**src/rtl/sr595_driver.sv**
```systemverilog
// sr595_driver: serial transmitter for a 74x595 shift/storage register chain.
// Shifts a parallel word out MSB-first on SER/SRCLK, then pulses RCLK to latch it.
module sr595_driver #(
    parameter int WIDTH = 8,
    parameter int DIV = 2
) (
    input  logic             CLK,
    input  logic             RST,
    input  logic [WIDTH-1:0] DATA,
    input  logic             VALID,
    output logic             READY,
    output logic             SER,
    output logic             SRCLK,
    output logic             RCLK,
    output logic             DONE
);
    localparam int DW = $clog2(DIV + 1);
    localparam int BW = $clog2(WIDTH + 1);
    typedef enum logic [1:0] {IDLE, SHIFT_LO, SHIFT_HI, LATCH} state_t;
    state_t state;
    logic [WIDTH-1:0] sr;
    logic [WIDTH-1:0] sr_nxt;
    logic [DW-1:0] div_cnt;
    logic [BW-1:0] bit_cnt;
    logic div_end;
    assign sr_nxt = sr << 1;
    assign div_end = div_cnt == DW'(DIV - 1);
    always_ff @(posedge CLK or posedge RST) begin
        if (RST) begin
            state <= IDLE;
            sr <= '0;
            div_cnt <= '0;
            bit_cnt <= '0;
            READY <= 1'b1;
            SER <= 1'b0;
            SRCLK <= 1'b0;
            RCLK <= 1'b0;
            DONE <= 1'b0;
        end else begin
            DONE <= 1'b0;
            case (state)
                IDLE: if (VALID) begin
                    sr <= DATA;
                    bit_cnt <= BW'(WIDTH);
                    div_cnt <= '0;
                    SER <= DATA[WIDTH-1];
                    READY <= 1'b0;
                    state <= SHIFT_LO;
                end
                SHIFT_LO: if (div_end) begin
                    div_cnt <= '0;
                    SRCLK <= 1'b1;
                    state <= SHIFT_HI;
                end else div_cnt <= div_cnt + DW'(1);
                SHIFT_HI: if (div_end) begin
                    div_cnt <= '0;
                    bit_cnt <= bit_cnt - BW'(1);
                    SRCLK <= 1'b0;
                    // SER only moves on the SRCLK falling edge, giving DIV cycles of hold
                    if (bit_cnt != BW'(1)) begin
                        sr <= sr_nxt;
                        SER <= sr_nxt[WIDTH-1];
                        state <= SHIFT_LO;
                    end else begin
                        SER <= 1'b0;
                        RCLK <= 1'b1;
                        state <= LATCH;
                    end
                end else div_cnt <= div_cnt + DW'(1);
                LATCH: if (div_end) begin
                    div_cnt <= '0;
                    RCLK <= 1'b0;
                    READY <= 1'b1;
                    DONE <= 1'b1;
                    state <= IDLE;
                end else div_cnt <= div_cnt + DW'(1);
                default: state <= IDLE;
            endcase
        end
    end
endmodule

```
**config.mk**
```make
export PLATFORM = sky130hd
export DESIGN_NAME = sr595_driver
export DESIGN_NICKNAME = d
export VERILOG_FILES = /design/src/rtl/sr595_driver.sv
export SDC_FILE = /design/constraint.sdc
export NUM_CORES = 1
export LEC_CHECK = 0
export ABC_AREA = 1
export CORE_MARGIN = 2
export CORE_UTILIZATION = 52
export CTS_CLUSTER_SIZE = 12
export DETAILED_ROUTE_END_ITERATION = 8
export GPL_TIMING_DRIVEN = 0
export PLACE_DENSITY = 0.8
export SYNTH_ARGS = -nofsm -noshare
export SYNTH_HDL_FRONTEND = slang
export SYNTH_SLANG_ARGS = --single-unit
```
**constraint.sdc**
```tcl
create_clock -name CLK -period 1.4 [get_ports CLK]
set_input_delay 0.42 -clock CLK [delete_from_list [all_inputs] [get_ports CLK]]
set_output_delay 0.42 -clock CLK [all_outputs]
set_load 0.1 [all_outputs]
```
==> results <==
==> power by group <==
part	internal, W	switching, W	total, W
clock network	0.000159	0.000181	0.000340
logic	0.000497	0.00105	0.00155
registers	0.000809	0.000168	0.000977
total	0.00147	0.00140	0.00286
==> stage by stage <==
step,instances,area [um2],hold slack [ns]
after floorplan,134,1060,0.383
after global placement,176,1240,0.452
after detailed placement,176,1240,0.456
after CTS,180,1280,0.493
after global routing,181,1320,0.503
final,181,1320,0.490
==> cells by family (layout without fill, tap and decap cells) <==
logic type	after synthesis	count (layout)	share of synthesized area, %
DFF	20	20	47.5
buffers and inverters	15	35	6.98
xor gates and xnor gates	1	1	0.829
AOI/OAI and AO/OA	8	8	3.90
adders and majority gates	2	2	2.37
and+or+nand+nor	88	88	38.5
==> synthesized netlist by cell type <==
cell     count  area (um2)
nand2_1     52         195
dfrtp_1     19         475
nand3_1     18        90.1
inv_1       10        37.5
nor2_1       6        22.5
nand2_2      3        18.8
nand2_4      3        33.8
o21ai_0      3        15.0
o21ai_1      3        15.0
buf_6        2        22.5
ha_1         2        25.0
inv_2        2        7.51
nor2_2       2        12.5
nor2_4       2        22.5
a21oi_1      1        5.00
a31oi_1      1        6.26
dfstp_2      1        26.3
inv_4        1        6.26
nor3_1       1        5.00
or2_1        1        6.26
xor2_1       1        8.76
==> area by class of cell <==
class / count / area, um2 / area share [%]
repair buffers: 16 / 169 / 12.8
multi-input cells: 99 / 504 / 38.2
well taps: 27 / 33.8 / 2.56
flip-flops and latches: 20 / 503 / 38.1
clock buffers: 4 / 36.3 / 2.75
plain buffers: 2 / 22.5 / 1.71
inverters: 13 / 51.3 / 3.89
==> path summary, 6_finish.rpt <==
path,endpoint,slack [ns],startpoint,cells after the start
max reg2reg,sr[1],0.10,bit_cnt[1],8
max in group asynchronous,state[0],0.36,RST,2
min reg2reg,READY,0.49,READY,2
min in group asynchronous,bit_cnt[0],0.53,RST,2
min,READY,0.49,READY,2
max,READY,-0.07,READY,1
==> per-layer routing <==
metal	up-vias	global-route usage, %	share of wire [%]
met4	0	10.0	2.3
li1	462	-	-
met3	5	1.84	3.2
met2	18	32.4	51
met5	-	0	0
met1	429	23.8	43
==> sequential cells by signal, indices dropped and copies added (netlist names), 2 cells and up <==
name     count
state        2
div_cnt      2
sr           7
bit_cnt      4
==> what timing repair did <==
action	CTS	global route
hold endpoints to repair	0	0
resized for setup	35	7
setup buffers	0	1
hold buffers	0	0
endpoints found under the setup margin	13	13
pin swaps	0	2
==> results_dict.tcl <==
set metrics [dict create \
    dr.pass1.iters 4 \
    critPathBufInv 1 \
    place.gp.congestion 0.734 \
    vias 914 \
    violations "setup timing" \
    synth_area_um2 1060 \
    cp_top_family "flip-flops" \
    rsz0062_at_grt "yes" \
    gr-usage-all-layers_pct 19.0 \
    hold_viol 0 \
    status "finished, violations left" \
    antenna_cells 0 \
    cpPeakStageDelay_ns 0.57 \
    tightest_slew_ns 0.748 \
    viasPerCell 5.05 \
    clk_latency_ns 0.31 \
    synth_warnings 0 \
    crit_slowest_cell "dfstp_2" \
    ys_ff_latch 20 \
    area_delta_synth_final_pct 24.9 \
    slew-limit-headroom_pct 50.1 \
    clock-sinks 20 \
    setup_violations 1 \
    synth_area_per_cell_um2 7.89 \
    worst_ep_arrival_time_ns 1.05 \
    initial_core_util_pct 54.4 \
    grt_antenna_before_repair 0 \
    drt_iter0_markers 11 \
    cts_buffers 3 \
    htreeDepth 1 \
    drtAntennaViolNets 0 \
    overflow 0 \
    grt_first_pass_wirelength_um 3520 \
    yosysUniqueCellTypes 21 \
    post-route-period-util_pct 105 \
    required_ns 0.98 \
    slew_viol_final 0 \
    dieArea_um2 2410 \
    fill_cells 162 \
    cap_violations 0 \
    peakVddDrop_mv 1.38 \
    worstSetupEndpointType "output pin" \
    final_util_pct 68.0 \
    drt_wl_total_um 2020 \
    cts_tree "yes" \
    clockBufferDepth 2 \
    cts_root_buf "clkbuf_4" \
    post-place-ws_ns -0.654 \
    fin_tns_setup_ns -0.0698 \
    path_class "reg2out" \
    timing.final.ws_setup_ns -0.0698 \
    core_um2 1940 \
    maxClockFrequency_ghz 0.680 \
    skew_ns 0.00612 \
    layout_common_cells "52 x nand2_1, 18 x dfrtp_1, 18 x nand3_1" \
    startpoint_type "flip-flop" \
    hold_class "reg2reg" \
    p_leak_nw 0.700 \
    layout_commonest_cell "nand2_1" \
    ys_seq_area_share_pct 47.5 \
    period_needed_ns 1.47 \
    nets 168 \
    io_pins 16 \
    power.total_w 0.00286 \
    io_buffers 15 \
    p_per_area_nw_per_um2 2170 \
    postSynthCellCount 134 \
    rows 16 \
    hpwl_um 1490 \
    crit_fanout 2 \
    grt_pass1_vias 843 \
    grt_max_degree 21 \
    drive_above_1_share_pct 18.2 \
    die_h_um 49.1 \
    wl_per_cell_um 11.2 \
    die_w_um 49.1 \
    syn-num-nets 147 \
    clkTransAtPathRegs_ns 0.11 \
    remaining_drc_errors 0 \
    path_cells "buf_12" \
]
Note: power is estimated with default switching activity, not from simulation.
